===== src/rtl/ifns_decoder_pipe_if.sv =====
// Valid/ready stream bundle for the IFNS decoder: codewords in, decoded words out.
interface ifns_decoder_pipe_if #(
   parameter int CODE_W = 17,
   parameter int DATA_W = 12
);
   logic              in_valid;
   logic              in_ready;
   logic [CODE_W-1:0] codein;
   logic              out_valid;
   logic              out_ready;
   logic [DATA_W-1:0] dataout;
   logic              out_err;

   modport slave (
      input  in_valid, codein, out_ready,
      output in_ready, out_valid, dataout, out_err
   );

   modport master (
      output in_valid, codein, out_ready,
      input  in_ready, out_valid, dataout, out_err
   );
endinterface


===== src/rtl/ifns_decoder_pipe.sv =====
// Pipelined IFNS (Fibonacci numeral system) codeword to binary decoder with
// valid/ready handshakes and a saturating out-of-range word counter.
module ifns_decoder_pipe #(
   parameter int CODE_W      = 17,
   parameter int DATA_W      = 12,
   parameter int PIPE_STAGES = 2,
   parameter int ERRCNT_W    = 16
) (
   input  logic                clock,
   input  logic                rst_n,
   ifns_decoder_pipe_if.slave  bus,
   input  logic                err_clr,
   output logic [ERRCNT_W-1:0] err_cnt
);
   localparam int SLICE = (CODE_W + PIPE_STAGES - 1) / PIPE_STAGES;

   // Weighted sum of the wires belonging to slice s; w_1 = w_2 = 1, w_k = w_(k-1) + w_(k-2).
   function automatic logic [31:0] slice_sum(input logic [CODE_W-1:0] code, input int s);
      logic [31:0] acc, w_prev, w_cur, w_next;
      acc    = '0;
      w_prev = '0;
      w_cur  = 32'd1;
      for (int i = 0; i < CODE_W; i++) begin
         if ((i >= s * SLICE) && (i < (s + 1) * SLICE) && code[i]) acc = acc + w_cur;
         w_next = w_prev + w_cur;
         w_prev = w_cur;
         w_cur  = w_next;
      end
      return acc;
   endfunction

   function automatic logic range_err(input logic [31:0] v);
      return (DATA_W < 32) && ((v >> DATA_W) != 32'd0);
   endfunction

   function automatic logic [ERRCNT_W-1:0] sat_inc(input logic [ERRCNT_W-1:0] c);
      return (&c) ? c : c + 1'b1;
   endfunction

   logic              stall;
   logic [31:0]       fin_base;
   logic [CODE_W-1:0] fin_code;
   logic              fin_vld;
   logic [31:0]       value;

   assign stall        = bus.out_valid && !bus.out_ready;
   assign bus.in_ready = !stall;

   if (PIPE_STAGES == 1) begin : g_direct
      assign fin_base = '0;
      assign fin_code = bus.codein;
      assign fin_vld  = bus.in_valid;
   end else begin : g_pipe
      localparam int MID = PIPE_STAGES - 1;

      logic [31:0]       sum_p  [MID];
      logic [CODE_W-1:0] code_p [MID];
      logic              vld_p  [MID];
      logic [31:0]       part   [MID];

      always_comb begin
         part[0] = slice_sum(bus.codein, 0);
         for (int k = 1; k < MID; k++) part[k] = sum_p[k-1] + slice_sum(code_p[k-1], k);
      end

      // Stages 0..PIPE_STAGES-2: partial sum plus the raw codeword it still needs
      always_ff @(posedge clock or negedge rst_n) begin
         if (!rst_n) begin
            for (int k = 0; k < MID; k++) vld_p[k] <= 1'b0;
         end else if (!stall) begin
            vld_p[0] <= bus.in_valid;
            for (int k = 1; k < MID; k++) vld_p[k] <= vld_p[k-1];
         end
      end

      always_ff @(posedge clock) begin
         if (!stall) begin
            sum_p[0]  <= part[0];
            code_p[0] <= bus.codein;
            for (int k = 1; k < MID; k++) begin
               sum_p[k]  <= part[k];
               code_p[k] <= code_p[k-1];
            end
         end
      end

      assign fin_base = sum_p[MID-1];
      assign fin_code = code_p[MID-1];
      assign fin_vld  = vld_p[MID-1];
   end

   assign value = fin_base + slice_sum(fin_code, PIPE_STAGES - 1);

   // Final stage: last slice, range check and output register
   always_ff @(posedge clock or negedge rst_n) begin
      if (!rst_n) begin
         bus.out_valid <= 1'b0;
         bus.dataout   <= '0;
         bus.out_err   <= 1'b0;
      end else if (!stall) begin
         bus.out_valid <= fin_vld;
         if (fin_vld) begin
            bus.dataout <= value[DATA_W-1:0];
            bus.out_err <= range_err(value);
         end
      end
   end

   // Clear beats a same-cycle increment
   always_ff @(posedge clock or negedge rst_n) begin
      if (!rst_n) begin
         err_cnt <= '0;
      end else if (err_clr) begin
         err_cnt <= '0;
      end else if (bus.out_valid && bus.out_ready && bus.out_err) begin
         err_cnt <= sat_inc(err_cnt);
      end
   end
endmodule


===== src/flat_wrapper.sv =====
// flat-port wrapper written by rule: the top's interface ports become plain ports
module ifns_decoder_pipe_flat 
#(
   parameter int CODE_W      = 17,
   parameter int DATA_W      = 12,
   parameter int PIPE_STAGES = 2,
   parameter int ERRCNT_W    = 16
)
  (clock, rst_n, err_clr, err_cnt, bus_in_valid, bus_codein, bus_out_ready, bus_in_ready, bus_out_valid, bus_dataout, bus_out_err);
  ifns_decoder_pipe_if #(.CODE_W(CODE_W), .DATA_W(DATA_W)) bus_i ();
  input  logic clock;
  input  logic rst_n;
  input  logic err_clr;
  output logic [ERRCNT_W-1:0] err_cnt;
  input wire logic [$bits(bus_i.in_valid)-1:0] bus_in_valid;
  input wire logic [$bits(bus_i.codein)-1:0] bus_codein;
  input wire logic [$bits(bus_i.out_ready)-1:0] bus_out_ready;
  output wire logic [$bits(bus_i.in_ready)-1:0] bus_in_ready;
  output wire logic [$bits(bus_i.out_valid)-1:0] bus_out_valid;
  output wire logic [$bits(bus_i.dataout)-1:0] bus_dataout;
  output wire logic [$bits(bus_i.out_err)-1:0] bus_out_err;
  assign bus_i.in_valid = bus_in_valid;
  assign bus_i.codein = bus_codein;
  assign bus_i.out_ready = bus_out_ready;
  assign bus_in_ready = bus_i.in_ready;
  assign bus_out_valid = bus_i.out_valid;
  assign bus_dataout = bus_i.dataout;
  assign bus_out_err = bus_i.out_err;
  ifns_decoder_pipe #(.CODE_W(CODE_W), .DATA_W(DATA_W), .PIPE_STAGES(PIPE_STAGES), .ERRCNT_W(ERRCNT_W)) u_core (.clock(clock), .rst_n(rst_n), .bus(bus_i), .err_clr(err_clr), .err_cnt(err_cnt));
endmodule

===== config.mk =====
export PLATFORM = sky130hd
export DESIGN_NAME = ifns_decoder_pipe_flat
export DESIGN_NICKNAME = d
export VERILOG_FILES = /design/src/rtl/ifns_decoder_pipe_if.sv /design/src/rtl/ifns_decoder_pipe.sv /design/src/flat_wrapper.sv
export SDC_FILE = /design/constraint.sdc
export NUM_CORES = 1
export LEC_CHECK = 0
export BUFFER_PORTS_ARGS = -buffer_cell sky130_fd_sc_hd__buf_2
export CELL_PAD_IN_SITES_DETAIL_PLACEMENT = 0
export CELL_PAD_IN_SITES_GLOBAL_PLACEMENT = 2
export CORE_MARGIN = 1.5
export CORE_UTILIZATION = 40
export DETAILED_ROUTE_END_ITERATION = 8
export GPL_ROUTABILITY_DRIVEN = 0
export PLACE_DENSITY = 0.86
export SYNTH_ARGS = -nofsm -noshare
export SYNTH_HDL_FRONTEND = slang
export SYNTH_SLANG_ARGS = --single-unit
export TNS_END_PERCENT = 100

===== constraint.sdc =====
create_clock -name clock -period 9.95 [get_ports clock]
set_clock_uncertainty 0.2 [all_clocks]
set_input_delay 0.995 -clock clock [delete_from_list [all_inputs] [get_ports clock]]
set_output_delay 0.995 -clock clock [all_outputs]
set_load 0.01 [all_outputs]

-- Word level (Yosys, flattened, before mapping)
Memories as Yosys holds them, arrays and structs flattened.
Index checks and enable logic that the tools add are counted.
- word-level logic and storage cells: 57
- memories kept: 2
- bits of input ports: 22
- output and inout bits: 31
- flip-flop bits (word level): 31
- bits in writable memories: 49
- memory list (memory ; depth ; bits a word ; read ports ; clocked after memory_dff ; wr ports ; line ; text):
    u_core.g_pipe.sum_p ; 1 ; 32 ; 1 ; 0 ; 1 ; ifns_decoder_pipe.sv:56 ; logic [31:0] sum_p [MID];
    u_core.g_pipe.code_p ; 1 ; 17 ; 1 ; 0 ; 1 ; ifns_decoder_pipe.sv:57 ; logic [CODE_W-1:0] code_p [MID];
- bitwise logic cells: 1
- reductions and logical operators: 10
- mux-type cells: 21
- equal/unequal tests: 1
- $add $sub $neg: 17
- operators with widths (cell ; count):
    $mux 32 ; 15
    $add 32x10->32 const B ; 2
    $add 32x2->32 const B ; 2
    $add 32x4->32 const B ; 2
    $add 32x8->32 const B ; 2
    $mux 16 ; 3
    $add 32x1->32 const B ; 1
    $add 32x11->32 const B ; 1
    $add 32x3->32 const B ; 1
    $add 32x32->32 ; 1
    $add 32x5->32 const B ; 1
    $add 32x6->32 const B ; 1
    $add 32x9->32 const B ; 1
    $reduce_bool 32->1 ; 1
    $add 16x1->16 const B ; 1
    $reduce_and 16->1 ; 1
    $add 6x7->8 const B ; 1
    $mux 6 ; 1
    $reduce_and 2->1 ; 2
    $logic_and 1x1->1 ; 3
    $logic_not 1->1 ; 2
    $mux 1 ; 2
    $ne 2x2->1 const B ; 1
    $reduce_bool 2->1 ; 1
    $not 1->1 ; 1

-- Depth between registers and ports, before layout
Gate-level depths: netlist (run 1).
An unclocked memory read counts as a cell.
- word-level depth: 18
- mapped depth: 28
- mapped depth without buffers: 27

-- Worst setup path after synthesis (run 1)
Ideal clock, no wire load.
- kind: register -> register
- start point: memory u_core.g_pipe.code_p[0][10]
- end point: register u_core.bus.dataout[10]
- arrival: 4.914 ns
- library setup time: 0.120 ns
- stages on the path, launching flop included: 27
- buffers on the path: 1
- setup slack: 4.717 ns
- period minus slack after synthesis: 5.233 ns
- cell sequence: edfxtp_1 > inv_1 > ha_1 > nand2b_1 > clkbuf_1 > nand2_1 > ha_1 > nand2_1 > and3_1 > nor2_1 > ha_1 > nand4b_1 > o41ai_1 > nor2_1 > xnor2_1 > or2_0 > or3_1 > o21ai_0 > xnor2_1 > ha_1 > inv_1 > o21bai_1 > a21oi_1 > and2b_1 > nor2_1 > or3_1 > a31o_1
- cells in the longest elaborated chain, start to end: 15
- RTL lines (element ; line ; text):
    start: declaration ; ifns_decoder_pipe.sv:57 ;
    $mem_v2 1x17 * ; -- ;
    $mux 32 * ; ifns_decoder_pipe.sv:24 ; if ((i >= s * SLICE) && (i < (s + 1) * SLICE) && code[i]) acc = acc + w_cur;
    $add 32x8->32 ; ifns_decoder_pipe.sv:24 ;
    $mux 32 * ; ifns_decoder_pipe.sv:24 ;
    $add 32x8->32 ; ifns_decoder_pipe.sv:24 ;
    $mux 32 * ; ifns_decoder_pipe.sv:24 ;
    $add 32x9->32 ; ifns_decoder_pipe.sv:24 ;
    $mux 32 * ; ifns_decoder_pipe.sv:24 ;
    $add 32x10->32 ; ifns_decoder_pipe.sv:24 ;
    $mux 32 * ; ifns_decoder_pipe.sv:24 ;
    $add 32x10->32 ; ifns_decoder_pipe.sv:24 ;
    $mux 32 * ; ifns_decoder_pipe.sv:24 ;
    $add 32x11->32 ; ifns_decoder_pipe.sv:24 ;
    $mux 32 * ; ifns_decoder_pipe.sv:24 ;
    $add 32x32->32 * ; ifns_decoder_pipe.sv:92 ; assign value = fin_base + slice_sum(fin_code, PIPE_STAGES - 1);
    end signal: assignment ; ifns_decoder_pipe.sv:103 ; bus.dataout <= value[DATA_W-1:0];
    end: declaration ; ifns_decoder_pipe_if.sv:16 ; output in_ready, out_valid, dataout, out_err
Every way passes the cells marked *; elsewhere a longest branch is shown, timed or not.
A chain may end at the register's enable or synchronous reset.

-- Worst setup path after layout (run 1)
Ends and elaborated chain as after synthesis.

==> run summary, run 1 <==
Largest net degree at the start of global routing - 32
Max-slew violation count - 0
Routed Antenna Nets - 0
Cells after Synth - 537
Top routing layer in use - met4
First-pass GRT wire length - 17300 um
Syn-to-layout area delta - 9.34%
Met2 routed WL - 4700 um
Worst-Margin Slew - 0.730 ns
CTS tree - yes
Detail Route met3 WL - 358 um
Ports - 53
Commonest non-fill, non-tap cells in the layout - nand2_1, buf_2, nor2_1
WP data arrival - 5.70 ns
Vias/cell - 5.22
Asr flop ratio synth - 64.6%
Worst path required time - 9.93 ns
Initial antenna violation count - 0
Clk Latency, worst-skew pair - 0.29 ns
Post-CTS Hold Fix Bufs - 0
Area of the multi-input gates - 0.00331 mm^2
Clk root buf - clkbuf_16
Minimum clock period - 5.72 ns
Synth Register Bits - 48
Cts bufs inserted - 5
RSZ-0062 raised after global routing - no
Drt total wl - 9870 um
Most common cell after layout, fill and taps aside - nand2_1
Yosys warning count - 0
Placed cell area - 0.00512 mm^2
Fillcell total - 1132
Seq/Total Area, Yosys - 26.7%
CP Launch Type - flip-flop
Final setup viols - 0
Final #Nets - 633
Predominant post-synthesis flop cell - dfrtp_1
Syn avg cell area - 8.98 um^2
Ranking of synthesized cells by area - dfrtp_1, edfxtp_1, xnor2_1
Power Total - 1.24 mW
Number of global-route vias before repair - 3696
DIE AREA - 0.0127 mm^2
Largest area contributor in the netlist - dfrtp_1
CP max stage cell - edfxtp_1
CP max stage delay - 0.54 ns
Mapped Nets - 590
Post-synth top area share - 16.1%
Die Wd - 113 um
DR iter-0 viols - 195
Dpl hpwl - 7990 um
Critical path fanouts, max - 9
Setup crit end kind - flip-flop
Drt first pass iters - 4
Worst Path Class, Setup - reg2reg
Clock Tree Buf Depth - 2
Buffers on Ports - 52
WL per Instance - 13.6 um
Final Hold Fails - 0
Antenna cell count - 0
Cell variety after synth - 91
FP Rows - 39
Hold WC Path Type - reg2reg
Number of synthesized flops with an enable pin - 17
Pwr dens - 235 mW/mm^2
Mapped Area - 0.00482 mm^2
Share of layout cells above drive strength 1 - 17.1%
Die Height - 113 um
Period utilization - 57.5%
Fin util - 45.6%
CORE AREA - 0.0116 mm^2
Post-cts resize count - 0
M1 WL - 4720 um
Post-CTS Setup Repair Bufs - 0
Remaining global-route overflow - 0
H-tree depth - 2
Overall Global Routing Usage - 16.6%
Setup tns final - 0 ns
Final instance area - 0.00527 mm^2
# DRC - 0
Clock slew at reported path FFs - 0.06 ns
Peak VDD IR - 107 uV
Hold slack - 0.266 ns
CTS Sinks - 48
MaxCap Viol Count - 0
Most used cell along the critical path - ha_1
Vias - 3773
Slew headroom - 50.7%
Starting density of the core - 41.7%
Status - finished clean
Achievable Freq - 0.175 GHz
Register area - 0.00129 mm^2
Pleak - 2.26 nW
## final cells by class
class,instances,area share [%]
multi-input cells,450,62.8
flip-flops and latches,48,24.4
repair buffers,53,5.08
well taps,143,3.39
clock buffers,6,2.63
inverters,22,1.57
clock inverters,1,0.166
## logic make-up after synthesis
group / Yosys count / share of synthesized area (%)
multiplexers: 15 / 3.43
flip-flops: 48 / 26.7
XOR/XNOR: 86 / 17.8
buffers and inverters: 39 / 4.70
adder cells (fa/ha/maj): 31 / 8.36
other: 1 / 0.0778
AO/OA/AOI/OAI: 117 / 18.0
AND/OR/NAND/NOR: 200 / 21.0
## worst paths after layout
path | slack [ns] | to | startpoint | cells past startpoint
setup / recovery | 4.23 | u_core.bus.dataout[10]$_DFFE_PN0P_ | u_core.g_pipe.code_p[0][10]$_DFFE_PN_ | 25
hold / removal | 0.27 | u_core.bus.dataout[1]$_DFFE_PN0P_ | u_core.bus.dataout[1]$_DFFE_PN0P_ | 2
setup reg to reg | 4.23 | u_core.bus.dataout[10]$_DFFE_PN0P_ | u_core.g_pipe.code_p[0][10]$_DFFE_PN_ | 25
hold reg to reg | 0.27 | u_core.bus.dataout[1]$_DFFE_PN0P_ | u_core.bus.dataout[1]$_DFFE_PN0P_ | 2
max in group asynchronous | 8.55 | u_core.bus.dataout[11]$_DFFE_PN0P_ | rst_n | 1
min in group asynchronous | 0.55 | u_core.err_cnt[11]$_DFFE_PN0P_ | rst_n | 1
## cell usage after synthesis (4+ instances only)
| library cell | count |
|---|---|
| and3_1 | 7 |
| clkbuf_1 | 4 |
| o21ai_1 | 4 |
| mux2_2 | 8 |
| xor2_1 | 33 |
| xnor2_1 | 45 |
| inv_1 | 21 |
| and2_1 | 6 |
| nand4_1 | 6 |
| or3_1 | 4 |
| nand2_1 | 54 |
| nor3_1 | 8 |
| dfrtp_1 | 31 |
| buf_6 | 5 |
| nand2b_1 | 10 |
| ha_1 | 29 |
| o31ai_1 | 7 |
| nor2_1 | 47 |
| a21o_1 | 5 |
| a21oi_1 | 24 |
| nand3_1 | 23 |
| nor2b_1 | 12 |
| o21ai_0 | 21 |
| a31oi_1 | 5 |
| o21bai_1 | 8 |
| mux2i_1 | 6 |
| edfxtp_1 | 17 |
## layer usage
metal | vias to the layer above | global-route usage (%)
li1 | 1987 | -
met1 | 1720 | 21.2
met2 | 60 | 28.6
met3 | 6 | 3.00
met4 | 0 | 4.89
met5 | - | 0
## critical path, delay by kind of cell, from the launching register on
kind                     cells  cell delay, ns
buffers and inverters        2            0.22
adder cells (fa/ha/maj)      4            1.12
AND/OR/NAND/NOR             11            2.00
AO/OA/AOI/OAI                6            1.23
XOR/XNOR                     2            0.32
flip-flops                   1            0.54
## state kept, by name, indices dropped and copies added, names as in the netlist
name / flops
u_core.err_cnt: 16
u_core.bus.dataout: 12
u_core.g_pipe.sum_p: 9
u_core.g_pipe.code_p: 8
u_core.bus.out_err: 1
u_core.bus.out_valid: 1
u_core.fin_vld: 1
## report_power, final
group / internal, mW / leakage (nW) / switching (mW)
clock network: 0.0990 / 0.0729 / 0.0712
registers: 0.258 / 0.576 / 0.0314
logic: 0.350 / 1.61 / 0.429
## per-stage QoR
step,setup WS (ns),cells
2_1_floorplan,4.72,537
3_3_place_gp,4.38,716
3_5_place_dp,4.24,716
4_1_cts,4.23,723
5_1_grt,3.72,723
6_report,4.23,723
Power figures use the tool's default switching activity.
==> run 2: changes to the inputs <==
--- a/config.mk
+++ b/config.mk
@@ -9,10 +9,10 @@
 export CELL_PAD_IN_SITES_DETAIL_PLACEMENT = 0
 export CELL_PAD_IN_SITES_GLOBAL_PLACEMENT = 2
 export CORE_MARGIN = 1.5
-export CORE_UTILIZATION = 40
+export CORE_UTILIZATION = 37
 export DETAILED_ROUTE_END_ITERATION = 8
 export GPL_ROUTABILITY_DRIVEN = 0
-export PLACE_DENSITY = 0.86
+export PLACE_DENSITY = 0.8
 export SYNTH_ARGS = -nofsm -noshare
 export SYNTH_HDL_FRONTEND = slang
 export SYNTH_SLANG_ARGS = --single-unit
==> constraint.sdc (replaced) <==
create_clock -name clock -period 5.97 [get_ports clock]
set_clock_uncertainty 0.2 [all_clocks]
set_input_delay 0.597 -clock clock [delete_from_list [all_inputs] [get_ports clock]]
set_output_delay 0.597 -clock clock [all_outputs]
set_load 0.01 [all_outputs]
==> run summary, run 2 (synthesis gave the netlist of run 1 again) <==
Worst Path Class, Setup - reg2reg
Worst-Margin Slew - 0.719 ns (-0.0112 ns)
Final setup viols - 0 (unchanged)
Clock slew at reported path FFs - 0.07 ns (about the same)
WP data arrival - 5.54 ns (-0.16 ns)
Slew headroom - 52.1% (+1.4 points)
CP max stage cell - fa_1
Post-CTS Hold Fix Bufs - 0 (unchanged)
CORE AREA - 0.0127 mm^2 (+9.6%)
Setup tns final - 0 ns (unchanged)
MaxCap Viol Count - 0 (unchanged)
Sequential power share - 23.0% (-0.4 points)
Most common cell after layout, fill and taps aside - nand2_1
Routed Antenna Nets - 0 (unchanged)
Drt first pass iters - 4 (unchanged)
DR iter-0 viols - 154 (-21%)
Worst path top cell family by delay - simple AND/OR/NAND/NOR gates
Period utilization - 92.5% (+35 points)
Share of layout cells above drive strength 1 - 18.8% (+1.7 points)
Remaining global-route overflow - 0 (unchanged)
Die Wd - 117 um (+3.9%)
Reg with most FFs - u_core.err_cnt
Dpl hpwl - 8090 um (+1.2%)
Critical path fanouts, max - 6 (-3)
Worst path required time - 5.98 ns (-3.95 ns)
Largest net degree at the start of global routing - 32 (unchanged)
DIE AREA - 0.0137 mm^2 (+7.9%)
Top flop regs - u_core.err_cnt: 16 flops, u_core.bus.dataout: 12 flops, u_core.g_pipe.sum_p: 9 flops
Buffers on Ports - 52 (unchanged)
Antenna cell count - 0 (unchanged)
Most used cell along the critical path - ha_1
Final #Nets - 638 (+0.79%)
Max-slew violation count - 0 (unchanged)
Clk Latency, worst-skew pair - 0.29 ns (about the same)
Drt total wl - 10100 um (+2.2%)
Clk pwr share - 13.8% (about the same)
Fillcell total - 1301 (+15%)
Sw frac - 42.9% (about the same)
Placed insts - 747 (+4.3%)
Clock Tree Buf Depth - 2 (unchanged)
Number of global-route vias before repair - 3560 (-3.7%)
CP Launch Type - flip-flop
Bufs and invs on worst path - 3 (+1)
Max FFs per register - 16 (unchanged)
Internal Pwr Total - 1.19 mW (+68%)
Hold WC Path Type - in2async
Fin util - 42.4% (-3.2 points)
Hold slack - 0.137 ns (-0.129 ns)
H-tree depth - 2 (unchanged)
First-pass GRT wire length - 16800 um (-2.8%)
Pwr dens - 387 mW/mm^2 (+65%)
Ports - 53 (unchanged)
Initial antenna violation count - 0 (unchanged)
Final WS setup - 0.445 ns (-3.79 ns)
# DRC - 0 (unchanged)
Worst-path cell chain - buf_4, fa_1, inv_1, ha_1, nand2_1, and3_1, nor2_1, ha_1, nand2_1, o31a_2, o21ai_0, xor2_1, or3_1, o21ai_1, nor2_1, xnor2_1, ha_1, inv_1, o21bai_1, a21oi_1, or4_1, a31oi_1
Peak VDD IR - 134 uV (+25%)
Vias - 3807 (+0.90%)
RSZ-0062 raised after global routing - no
Clk root buf - clkbuf_16
Pleak - 2.30 nW (+1.8%)
Commonest non-fill, non-tap cells in the layout - nand2_1, buf_2, nor2_1
Starting density of the core - 38.0% (-3.6 points)
Overall Global Routing Usage - 15.4% (-1.2 points)
FP Rows - 41 (+5.1%)
WL per Instance - 13.3 um (-2.5%)
CP max stage delay - 0.53 ns (about the same)
Achievable Freq - 0.181 GHz (+3.5%)
Share of total power in combinational logic - 63.2% (+0.3 points)
Non-Filler Instances - 758 (+4.8%)
Setup crit end kind - flip-flop
Minimum clock period - 5.52 ns (-0.193 ns)
Cts bufs inserted - 5 (unchanged)
Final Hold Fails - 0 (unchanged)
Switching power - 893 uW (+68%)
CTS Sinks - 48 (unchanged)
Vias/cell - 5.02 (-3.8%)
Die Height - 117 um (+3.9%)
Syn-to-layout area delta - 11.5%
Status - finished clean
DP Worst Slack - 0.293 ns (-3.95 ns)
CTS tree - yes
-- run 2: per-layer routing --
metal / vias to the layer above / global-route usage (%) / part of all wire, %
met2: 62 / 25.6 / 46
li1: 1999 / - / -
met4: 0 / 3.94 / 1.6
met3: 13 / 2.57 / 3.4
met1: 1733 / 20.8 / 49
met5: - / 0 / 0
-- run 2: power groups by stage --
stage / combinational [mW] / clock (mW) / sequential [mW]
3_3_place_gp: 1.30 / 0 / 0.485
3_5_place_dp: 1.32 / 0 / 0.487
5_1_grt: 1.50 / 0.309 / 0.489
6_report: 1.31 / 0.287 / 0.478
2_1_floorplan: 1.06 / 0 / 0.494
4_1_cts: 1.33 / 0.300 / 0.481
-- run 2: path summary, 6_finish.rpt --
kind | from | end | slack (ns) | cells past startpoint
max reg2reg | u_core.g_pipe.code_p[0][10]$_DFFE_PN_ | u_core.bus.dataout[11]$_DFFE_PN0P_ | 0.45 | 22
min | rst_n | u_core.err_cnt[14]$_DFFE_PN0P_ | 0.14 | 1
max in group asynchronous | rst_n | u_core.err_cnt[5]$_DFFE_PN0P_ | 4.99 | 1
min in group clock | u_core.bus.dataout[5]$_DFFE_PN0P_ | u_core.bus.dataout[5]$_DFFE_PN0P_ | 0.27 | 2
min reg2reg | u_core.bus.dataout[5]$_DFFE_PN0P_ | u_core.bus.dataout[5]$_DFFE_PN0P_ | 0.27 | 2
max | u_core.g_pipe.code_p[0][10]$_DFFE_PN_ | u_core.bus.dataout[11]$_DFFE_PN0P_ | 0.45 | 22
-- run 2: repair_timing --
action,in CTS,in global routing
setup endpoints to repair,0,4
buffers inserted,0,3
gates resized for setup,0,6
-- run 2: area by class of cell --
type                       instances  area, um^2  share of cell area, %
clock buffer                       6         139                   2.58
inverter                          22        82.6                   1.54
sequential                        48        1290                   23.9
multi-input combinational        450        3330                   62.0
tap                              172         215                   4.00
clock inverter                     2        13.8                  0.256
timing repair buffer              58         305                   5.68
-- run 2: through the flow --
step	total power, mW	cell area [um^2]
after floorplan	1.55	4820
after global placement	1.79	5170
after detailed placement	1.81	5170
after CTS	2.11	5330
after global routing	2.29	5380
final	2.08	5380
